**config.mk**
```make
export PLATFORM = sky130hd
export DESIGN_NAME = fp_accum_seq
export DESIGN_NICKNAME = d
export VERILOG_FILES = /design/src/rtl/fp_accum_seq.sv
export SDC_FILE = /design/constraint.sdc
export NUM_CORES = 1
export LEC_CHECK = 0
export ABC_AREA = 1
export CORE_ASPECT_RATIO = 0.6
export CORE_MARGIN = 3
export CORE_UTILIZATION = 40
export DETAILED_ROUTE_END_ITERATION = 8
export GPL_ROUTABILITY_DRIVEN = 0
export PLACE_DENSITY = 0.74
export SYNTH_ARGS = -nofsm -noshare
export SYNTH_HDL_FRONTEND = slang
export SYNTH_SLANG_ARGS = --single-unit
```
**constraint.sdc**
```tcl
create_clock -name clk -period 2.9 [get_ports clk]
set_input_delay 0.29 -clock clk [delete_from_list [all_inputs] [get_ports clk]]
set_output_delay 0.29 -clock clk [all_outputs]
set_load 0.01 [all_outputs]
```
**src/rtl/fp_accum_seq.sv**
```systemverilog
// fp_accum_seq: upstream sequencer for the single-precision adder block.
//
// Accepts float32 operands on a valid/ready input stream. Each vector is folded
// into a running sum by issuing one start/done transaction per element to an
// external adder. The final sum, a saturating element count and a timeout
// error flag are presented on a valid/ready output. No float arithmetic is
// done here; special values are carried through untouched.
//
// Handshake rule (both streams): a transfer happens on a rising clk edge where
// valid and ready are both high. A producer holds valid and its payload stable
// until that edge. Here in_ready and out_valid are decoded only from the state
// register, so they never depend combinationally on in_valid or out_ready.
//
// Ports:
//   clk        single clock, rising edge
//   reset      asynchronous, active-low reset
//   in_valid   operand valid
//   in_ready   operand accepted when in_valid & in_ready
//   in_data    float32 operand
//   in_last    marks the last element of a vector
//   out_valid  result valid
//   out_ready  result consumed when out_valid & out_ready
//   out_data   accumulated float32 sum
//   out_count  element count of the vector (saturating)
//   out_err    at least one addition in this vector timed out
//   add_start  one-cycle start pulse to the adder
//   add_a      adder operand a: running sum
//   add_b      adder operand b: new element
//   add_sum    adder result
//   add_done   adder completion level, held until the next start
//   state_dbg  current FSM state encoding, for observation only
module fp_accum_seq #(
  parameter int CNT_W   = 8,
  parameter int TIMEOUT = 64
) (
  input  logic             clk,
  input  logic             reset,
  input  logic             in_valid,
  output logic             in_ready,
  input  logic [31:0]      in_data,
  input  logic             in_last,
  output logic             out_valid,
  input  logic             out_ready,
  output logic [31:0]      out_data,
  output logic [CNT_W-1:0] out_count,
  output logic             out_err,
  output logic             add_start,
  output logic [31:0]      add_a,
  output logic [31:0]      add_b,
  input  logic [31:0]      add_sum,
  input  logic             add_done,
  output logic [2:0]       state_dbg
);

  // One extra bit so TIMEOUT-1 always fits, whatever TIMEOUT is.
  localparam int TMR_W = $clog2(TIMEOUT + 1);
  localparam logic [TMR_W-1:0] TMR_LAST = TMR_W'(TIMEOUT - 1);
  localparam logic [CNT_W-1:0] CNT_ONE  = CNT_W'(1);
  localparam logic [CNT_W-1:0] CNT_MAX  = {CNT_W{1'b1}};

  typedef enum logic [2:0] {
    ST_FIRST = 3'd0,
    ST_NEXT  = 3'd1,
    ST_START = 3'd2,
    ST_WAIT  = 3'd3,
    ST_OUT   = 3'd4
  } state_t;

  state_t           state;
  logic [31:0]      acc;
  logic [31:0]      b_q;
  logic             last_q;
  logic [CNT_W-1:0] cnt;
  logic             err;
  logic [TMR_W-1:0] tmr;

  always_ff @(posedge clk or negedge reset) begin
    if (!reset) begin
      state  <= ST_FIRST;
      acc    <= '0;
      b_q    <= '0;
      last_q <= 1'b0;
      cnt    <= '0;
      err    <= 1'b0;
      tmr    <= '0;
    end else begin
      case (state)
        ST_FIRST: begin
          // The first element seeds the sum directly; no adder transaction.
          if (in_valid) begin
            acc   <= in_data;
            cnt   <= CNT_ONE;
            err   <= 1'b0;
            state <= in_last ? ST_OUT : ST_NEXT;
          end
        end
        ST_NEXT: begin
          if (in_valid) begin
            b_q    <= in_data;
            last_q <= in_last;
            // Saturation only limits the reported count; summing goes on.
            if (cnt != CNT_MAX) cnt <= cnt + CNT_ONE;
            state  <= ST_START;
          end
        end
        ST_START: begin
          tmr   <= '0;
          state <= ST_WAIT;
        end
        ST_WAIT: begin
          // The adder clears done on the start edge, so a high done here
          // always belongs to the current operation.
          if (add_done) begin
            acc   <= add_sum;
            state <= last_q ? ST_OUT : ST_NEXT;
          end else if (tmr == TMR_LAST) begin
            // Abandon the addition: keep the old sum and flag the vector.
            err   <= 1'b1;
            state <= last_q ? ST_OUT : ST_NEXT;
          end else begin
            tmr <= tmr + 1'b1;
          end
        end
        ST_OUT: begin
          if (out_ready) state <= ST_FIRST;
        end
        default: state <= ST_FIRST;
      endcase
    end
  end

  // Everything below is a pure decode of registers.
  assign in_ready  = (state == ST_FIRST) || (state == ST_NEXT);
  assign out_valid = (state == ST_OUT);
  assign add_start = (state == ST_START);
  assign out_data  = acc;
  assign out_count = cnt;
  assign out_err   = err;
  assign add_a     = acc;
  assign add_b     = b_q;
  assign state_dbg = state;

endmodule

```
==> out/metrics.csv <==
stage,metric,value,unit
worst_setup_path,critical path class,flop to output port,
place,Port Buf Inserts,180,
cells_and_area,layout cells sized above 1,0.04526,
place,Placed Area,5814,um^2
synthesis,post-synth top area share,0.5012,
synthesis,register bit count reported by yosys,84,
synthesis,syn_area_per_cell,7.781,um^2
sta,RSZ-0062 raised after global routing,false,
cells_and_area,n_diodes,0,
floorplan,die width,138.2,um
drt,Post-DRT Antenna Nets,0,
worst_setup_path,CP Launch Type,flop,
worst_setup_path,critical path data required time,2.61,ns
cts,# Post-CTS Setup Buffers,0,
worst_setup_path,R2R setup slack,0.88,ns
sta,worst-margin pin slew,1.093,ns
power_and_ir_drop,internal power,4.053,mW
global_routing,GRT Total Usage,0.2031,
sta,minimum clock period after layout,2.112,ns
global_routing,vias in the first global route,3814,
cells_and_area,Final Cell Area,6156,um^2
run_status,status,finished clean,
cts,clk_lat worst skew,0.33,ns
drt,DRC Markers,0,
sta,Final Max Slew Viols,0,
synthesis,synth unique cells,27,
worst_setup_path,worst-path fanout max,7,
min_path,Worst Hold Class,primary input to async pin,
floorplan,total die area,11790,um^2
drt,drt pass-1 iters,4,
synthesis,synth warn,0,
sta,clock skew,0.006205,ns
sta,# setup viols final,0,
sta,Slew HR,0.2716,
power_and_ir_drop,clock share of power,0.205,
drt,wire per inst,14.47,um
sta,Setup TNS,0,ns
synthesis,Mapped Nets,611,
synthesis,Post-Syn Area,4194,um^2
global_routing,global route overflow,0,
synthesis,Syn Inst Count,539,
place,dpl hpwl,8.683,mm
cts,PostCTS Resize Cnt,0,
drt,WL final,11.86,mm
cells_and_area,Final nets,752,
floorplan,Initial Util,0.4186,
global_routing,largest net degree at the start of global routing,85,
global_routing,first-pass GRT wire length,19.52,mm
floorplan,Die Span Y,85.32,um
power_and_ir_drop,Comb power frac,0.473,
sta,Final period util,0.7282,
cts,CTS tree,yes,
cts,Root Buffer Master,clkbuf_16,
drt,vias,3949,
floorplan,CORE AREA,10020,um^2
worst_setup_path,Worst EP arrival,1.82,ns
cts,TritonCTS Buffers,9,
drt,routed vias/inst,4.816,
worst_setup_path,crit end category,output port,
power_and_ir_drop,power density over the cells,1031,nW/um^2
flow_run,max cap viols,0,
cells_and_area,synthesis-to-finish area growth,46.78,%
sta,FMAX,473.6,MHz
cts,post-cts hold buffer count,0,
synthesis,post-synthesis sequential area ratio,0.5012,
global_routing,M1 GR Usage,0.2919,
drt,DR iter-0 viols,194,
power_and_ir_drop,worst vdd ir,502.1,uV
power_and_ir_drop,LEAKAGE,2.900,nW
cts,Worst-path clk slew,0.06,ns
synthesis,top cell type by total area after synthesis,dfrtp_1,
power_and_ir_drop,Sw Ratio,0.3611,
cts,Max clock buf depth,2,
synthesis,Area contributors post-synth,"dfrtp_1 (50%), nand2_1 (19%), buf_4 (6.1%), o21ai_0 (5.5%), inv_1 (4.4%)",
global_routing,GRT met2 Usage,0.3133,
floorplan,row cnt,28,
global_routing,initial antenna violation count,0,
global_routing,global route hottest layer,met2,
floorplan,I/O Pins,181,
cts,sink count of the clock tree,84,
sta,final hold violation count,0,
power_and_ir_drop,NetSw,2.291,mW
power_and_ir_drop,Reg power frac,0.323,
cts,depth of the CTS H-tree,3,
global_routing,GR Util met3,0.05912,
==> state kept, by name (all words and copies together), names as in the netlist <==
signal     cells
last_q         1
add_b         32
add_a         32
state_dbg      3
out_count      8
out_err        1
tmr            7
==> path summary, 6_finish.rpt <==
kind	from	end	cells past startpoint
min in group clk	add_b[13]	add_b[13]	2
worst min-delay path	reset	state_dbg[2]	1
worst max register to register	state_dbg[2]	add_b[14]	7
max in group asynchronous	reset	add_a[21]	1
worst min register to register	add_b[13]	add_b[13]	2
worst max-delay path	state_dbg[2]	add_start	4
==> logic make-up after synthesis <==
group,Yosys count,share of synthesized area
and+or+nand+nor,263,0.2485
buffers and inverters,106,0.1393
DFF,84,0.5012
AOI/OAI and AO/OA,83,0.1029
adders and majority gates,2,0.005966
xor gates and xnor gates,1,0.002089
==> synth_stat cells (all sizes together) <==
cell type  count
nand2        218
dfrtp         84
o21ai         73
inv           51
buf           50
nor2          20
nand3         17
a21oi          4
clkbuf         4
o21bai         3
a31oi          2
ha             2
nand3b         2
nand4          2
nor3b          2
clkinv         1
nor3           1
o21a           1
or2            1
xnor2          1
==> metrics by stage <==
step | utilization | hold WS, ns | setup slack [ns] | std cells | total power, mW
5_1_grt | 0.6144 | 0.2276 | 0.6953 | 820 | 6.769
6_report | 0.6144 | 0.1272 | 0.7884 | 820 | 6.344
3_3_place_gp | 0.5803 | 0.4691 | 0.9245 | 804 | 5.006
4_1_cts | 0.6144 | 0.2023 | 0.7925 | 820 | 6.415
2_1_floorplan | - | -0.005591 | 1.343 | 539 | 3.607
3_5_place_dp | 0.5803 | 0.4788 | 0.8931 | 804 | 5.087
==> layout by cell type, fill, tap and decap left out, types with 2 or more instances in the layout <==
cell type	instances
nand2_1	214
clkdlybuf4s50_1	179
dfrtp_1	84
inv_1	49
o21ai_0	46
o21ai_1	27
nor2_1	18
nand3_1	17
clkbuf_16	9
buf_4	5
nand2_2	4
a21oi_1	4
clkinvlp_4	3
bufinv_16	3
inv_2	2
a31oi_1	2
o21bai_1	2
nand3b_1	2
nor3b_1	2
nand4_1	2
ha_1	2
==> area by class of cell <==
class | count | area [um^2]
flip-flops and latches | 84 | 2102
fillers | 833 | 3864
multi-input cells | 349 | 1518
well taps | 135 | 168.9
clock buffers | 10 | 229.0
repair buffers | 184 | 1829
clock inverters | 6 | 112.6
inverters | 52 | 196.4
==> worst max-delay path, cell delays in order (launching register included) <==
cell	delay (ns)
dfrtp_1	0.48
inv_1	0.14
nand2_1	0.06
nor2_1	0.22
clkdlybuf4s50_1	0.59
==> routing by layer <==
| layer | wire (um) | part of all wire |
|---|---|---|
| met3 | 937 | 0.079 |
| met5 | 0 | 0 |
| met2 | 5129 | 0.43 |
| met1 | 5754 | 0.49 |
| met4 | 40 | 0.0034 |
==> power by group through the flow <==
| stage | Combinational [mW] | Clock (mW) | Sequential (mW) |
|---|---|---|---|
| 2_1_floorplan | 1.42 | 0 | 2.18 |
| 3_5_place_dp | 3.02 | 0 | 2.06 |
| 6_report | 3.00 | 1.30 | 2.05 |
| 3_3_place_gp | 2.96 | 0 | 2.05 |
| 4_1_cts | 3.04 | 1.33 | 2.05 |
| 5_1_grt | 3.27 | 1.38 | 2.12 |
Power figures use the tool's default switching activity.
==> edit 1: new RTL, config.mk and constraints unchanged <==
Reset style: synchronous (`reset`), changed in one clocked block. Comments in the files are not updated.
--- a/src/rtl/fp_accum_seq.sv
+++ b/src/rtl/fp_accum_seq.sv
@@ -74,7 +74,7 @@
   logic             err;
   logic [TMR_W-1:0] tmr;
 
-  always_ff @(posedge clk or negedge reset) begin
+  always_ff @(posedge clk) begin
     if (!reset) begin
       state  <= ST_FIRST;
       acc    <= '0;
Behaviour: differs if reset is asserted again (counterexample within 4 cycles, from zero or initial values and one cycle with reset low); with reset held inactive, the same outputs for 10 cycles.
==> edit 1 against the unedited design <==
- sequential cell count stayed put
- critical path depth fell by 1
- routed wire length rose by 3.7%
- clock skew is 0.0011 ns higher
- synthesized area fell by 5.8%
- largest cell class is now buffers
- final area down 5.0%
- first-iteration DRC count up 41%
- die area down 5.5%
- non-clock buffer count up 1
- worst hold slack improved by 0.31 ns
- via count rose by 3.7%
- worst setup slack improved by 0.11 ns
Power is not compared: it rests on default switching activity, and its combinational part moved more than twofold at a synthesized area within 25%.
==> edit 1: results (changes against the unedited design) <==
{
  "outcome": {
    "run_status": "finished, final reports clean"
  },
  "logic_synthesis": {
    "synth_async_sr_flop_share": {"value": 0, "unit": "%", "change": "-100 points"},
    "postSynthAreaPerCell": {"value": 7.425, "unit": "um^2", "change": "-4.6%"},
    "post_synth_fa_ha_maj_area_fraction": {"value": 0.6335, "unit": "%", "change": "+0.037 points"},
    "yosys.area_share.xor_xnor": {"value": 0, "unit": "%", "change": "-0.21 points"},
    "fraction_of_the_yosys_area_taken_by_sequential_cells": {"value": 42.57, "unit": "%", "change": "-7.5 points"}
  },
  "global_route": {
    "largest_net_degree_at_the_start_of_global_routing": {"value": 65, "change": "-24%"},
    "global_route_wire_length_before_repair": {"value": 19820, "unit": "um", "change": "+1.6%"},
    "globalRouteMet1Util": {"value": 29.80, "unit": "%", "change": "+0.61 points"},
    "global_route.usage.met2": {"value": 32.22, "unit": "%", "change": "+0.90 points"}
  },
  "worst_setup_path": {
    "timing.rr.end": "add_a[7]$_SDFFE_PN0P_",
    "worst-r2r-setup-slack": {"value": 1.06, "unit": "ns", "change": "+0.18 ns"},
    "timing.rr.start": "state_dbg[0]$_SDFFE_PN0P_",
    "worstPathMaxFanout": {"value": 5, "change": "-2"},
    "worst_ep_arrival_time": {"value": 1.71, "unit": "ns", "change": "-0.11 ns"}
  },
  "hold_path": {
    "timing.hold.worst.class": "input pin to register"
  },
  "detailed_routing": {
    "routed_via_density": {"value": 5.095, "change": "+5.8%"},
    "wl": {"value": 12300, "unit": "um", "change": "+3.7%"}
  },
  "sta": {
    "clock_skews": {"value": 0.007341, "unit": "ns", "change": "+0.001136 ns"},
    "fin_hold_ws": {"value": 0.4335, "unit": "ns", "change": "+0.3063 ns"},
    "worst_pin_slew": {"value": 0.6902, "unit": "ns", "change": "-0.4024 ns"}
  },
  "final_layout": {
    "layout.nets": {"value": 741, "change": "-1.5%"},
    "drive_above_1_share": {"value": 4.303, "unit": "%", "change": "-0.22 points"}
  },
  "placed_design": {
    "hpwlAfterDp": {"value": 8620, "unit": "um", "change": "-0.72%"},
    "placement.setup.worst_slack": {"value": 0.9426, "unit": "ns", "change": "+0.04955 ns"}
  }
}
-- edit 1: how the worst max path moves through the flow --
stage / end / slack [ns] / cells past startpoint / startpoint
floorplan: state_dbg[0]$_SDFFE_PN0P_ / 1.49 / 7 / state_dbg[0]$_SDFFE_PN0P_
global placement: add_a[7]$_SDFFE_PN0P_ / 1.00 / 5 / in_valid
detailed placement: add_a[7]$_SDFFE_PN0P_ / 0.94 / 5 / in_valid
CTS: add_start / 0.88 / 3 / state_dbg[1]$_SDFFE_PN0P_
global route: add_start / 0.76 / 3 / state_dbg[1]$_SDFFE_PN0P_
finish: add_start / 0.90 / 3 / state_dbg[1]$_SDFFE_PN0P_
-- edit 1: report_power, final --
group | internal [uW] | switching (uW)
clock | 690 | 453
combinational | 533 | 447
sequential | 1290 | 106
total | 2510 | 1010
-- edit 1: worst max-delay path, delay by kind of cell (launching register included) --
| kind | cells | cell delay (ns) |
|---|---|---|
| buffers and inverters | 1 | 0.56 |
| AND/OR/NAND/NOR | 2 | 0.32 |
| flip-flops | 1 | 0.49 |
-- edit 1: area by class of cell --
cell class              instances  area [um^2]
clock buffers                  12        246.5
clock inverters                 4        48.80
fillers                       842         3543
inverters                      32        120.1
multi-input cells             357         1754
flip-flops and latches         84         1682
well taps                     130        162.7
repair buffers                185         1834
-- edit 1: routing by layer --
metal	share of wire (%)	vias to the layer above	wire length (um)
met4	1.4	0	168
met1	46	1900	5636
met5	0	-	0
li1	-	1980	-
met2	43	201	5228
met3	10	15	1267
-- edit 1: metrics by stage --
step                      util, %  power (uW)
final                       62.27        3514
after detailed placement    59.13        2396
after CTS                   62.27        3552
after floorplan                 -        1924
after global placement      59.13        2377
after global routing        62.27        3691
==> edit 2: new RTL, config.mk and constraints unchanged <==
Made on the original files. Set the parameter `TIMEOUT` to 128 (it was 64).
--- a/src/rtl/fp_accum_seq.sv
+++ b/src/rtl/fp_accum_seq.sv
@@ -31,7 +31,7 @@
 //   state_dbg  current FSM state encoding, for observation only
 module fp_accum_seq #(
   parameter int CNT_W   = 8,
-  parameter int TIMEOUT = 64
+  parameter int TIMEOUT = 128
 ) (
   input  logic             clk,
   input  logic             reset,
Behaviour: same outputs for any inputs over 10 cycles, from zero or initial values and one cycle with reset low; that may be too few to reach the edited logic, so the function may still have changed.
==> edit 2 against the unedited design <==
- sequential cell count rose by 1
- total power fell by 5.0%
- synthesized area rose by 2.7%
- sequential share of layout area fell by 0.065 points
- via count rose by 1.0%
- count of clock-buffer cells in the layout rose by 2
- routed wire length rose by 0.70%
- die area rose by 2.5%
- final area rose by 1.4%
- clock skew barely moved
- synthesized cell count rose by 3.0%
- worst setup slack got worse by 0.45 ns
- critical endpoint is now add_a[3]$_DFFE_PN0P_
==> edit 2: results (changes against the unedited design) <==
{
  "worst_setup_path": {
    "worst_ep_arrival_time": {"value": 2.77, "unit": "ns", "change": "+0.95 ns"},
    "timing.critical_path.max_delay_family": "compound AO/OA/AOI/OAI gates",
    "timing.critical_path.slowest_stage_cell": "sky130_fd_sc_hd__a21oi_4",
    "timing.rr.end": "add_a[3]$_DFFE_PN0P_",
    "worstPathMaxFanout": {"value": 33, "change": "+26"},
    "worst-r2r-setup-slack": {"value": 0.34, "unit": "ns", "change": "-0.54 ns"},
    "crit_path_max_cell_delay": {"value": 0.80, "unit": "ns", "change": "+0.21 ns"}
  },
  "logic_synthesis": {
    "gate_count_post_synth": {"value": 555, "change": "+3.0%"},
    "yosys.area_share.xor_xnor": {"value": 0.4067, "unit": "%", "change": "+0.20 points"},
    "post_synth_fa_ha_maj_area_fraction": {"value": 0.5811, "unit": "%", "change": "-0.016 points"},
    "mappedNetlistNets": {"value": 627, "change": "+2.6%"},
    "yosys-top-cells-area": "sky130_fd_sc_hd__dfrtp_1 (49%), sky130_fd_sc_hd__nand2_1 (20%), sky130_fd_sc_hd__o21ai_0 (8.1%), sky130_fd_sc_hd__buf_4 (5.9%), sky130_fd_sc_hd__inv_1 (4.4%)"
  },
  "detailed_routing": {
    "firstDrtPassIters": {"value": 5, "change": "+1"},
    "wl": {"value": 11950, "unit": "um", "change": "+0.70%"},
    "detailedRoute.firstIterationViolations": {"value": 237, "change": "+22%"}
  },
  "placed_design": {
    "dp_cells": {"value": 820, "change": "+2.0%"},
    "hpwlAfterDp": {"value": 8837, "unit": "um", "change": "+1.8%"}
  },
  "final_layout": {
    "drive_above_1_share": {"value": 4.843, "unit": "%", "change": "+0.32 points"},
    "layout.nets": {"value": 769, "change": "+2.3%"},
    "fillerInstances": {"value": 880, "change": "+5.6%"},
    "final_standard_cell_count_with_taps_included_and_fillers_excluded": {"value": 837, "change": "+2.1%"}
  },
  "outcome": {
    "run_status": "finished, final reports clean"
  },
  "global_route": {
    "largest_net_degree_at_the_start_of_global_routing": {"value": 78, "change": "-8.2%"},
    "global_route_wire_length_before_repair": {"value": 19910, "unit": "um", "change": "+2.0%"},
    "global_route.usage.total": {"value": 20.53, "unit": "%", "change": "+0.21 points"}
  },
  "power": {
    "vdd_drop_max": {"value": 0.0005515, "unit": "V", "change": "+9.8%"},
    "cellInternalPower": {"value": 3792, "unit": "uW", "change": "-6.4%"},
    "power_leakage": {"value": 0.002955, "unit": "uW", "change": "+1.9%"}
  },
  "sta": {
    "clock_skews": {"value": 0.006482, "unit": "ns", "change": "+0.0002772 ns"},
    "worst_pin_slew": {"value": 0.9592, "unit": "ns", "change": "-0.1334 ns"}
  }
}
==> edit 2: routing by layer <==
| metal | vias up | global-route usage, % | part of all wire, % |
|---|---|---|---|
| li1 | 1979 | - | - |
| met2 | 152 | 31.62 | 44 |
| met5 | - | 0 | 0 |
| met3 | 2 | 6.229 | 7.6 |
| met4 | 0 | 4.222 | 0.18 |
| met1 | 1856 | 29.01 | 48 |
==> edit 2: worst max-delay path by stage <==
stage | from | end | depth (start not counted)
global placement | in_valid | add_a[12]$_DFFE_PN0P_ | 6
detailed placement | in_valid | add_a[3]$_DFFE_PN0P_ | 6
finish | state_dbg[2]$_DFFE_PN0P_ | add_a[3]$_DFFE_PN0P_ | 6
CTS | state_dbg[2]$_DFFE_PN0P_ | add_a[3]$_DFFE_PN0P_ | 6
floorplan | tmr[0]$_DFFE_PN0P_ | tmr[0]$_DFFE_PN0P_ | 8
global route | state_dbg[0]$_DFFE_PN0P_ | add_a[19]$_DFFE_PN0P_ | 6
==> edit 2: area by class of cell <==
class	count	area share, %
Timing Repair Buffer	183	29.43
Sequential cell	85	34.08
Clock buffer	12	4.110
Clock inverter	4	0.5012
Tap cell	135	2.706
Multi-Input combinational cell	363	25.86
Inverter	55	3.308
==> edit 2: through the flow <==
stage	setup WS, ns	total power, uW	hold slack, ns	util (%)
global route	0.09422	6465	0.3115	61.43
detailed placement	0.2109	4990	0.1276	58.50
finish	0.3421	6030	0.3277	61.43
global placement	0.3957	4902	0.1254	58.50
CTS	0.3193	6117	0.3077	61.43
floorplan	1.423	3504	-0.005591	-
==> edit 2: cell families (layout without fill, tap and decap cells) <==
kind of cell | count (synthesis) | after routing
simple gates | 282 | 282
buf+inv | 107 | 254
flops | 85 | 85
compound gates | 77 | 77
fa+ha+maj | 2 | 2
xor+xnor | 2 | 2
==> edit 2: power groups by stage <==
| stage | clock network (uW) | logic, uW | registers (uW) |
|---|---|---|---|
| 6_report | 1090 | 2900 | 2040 |
| 3_3_place_gp | 0 | 2870 | 2030 |
| 3_5_place_dp | 0 | 2940 | 2050 |
| 2_1_floorplan | 0 | 1320 | 2180 |
| 5_1_grt | 1180 | 3170 | 2110 |
| 4_1_cts | 1130 | 2950 | 2040 |
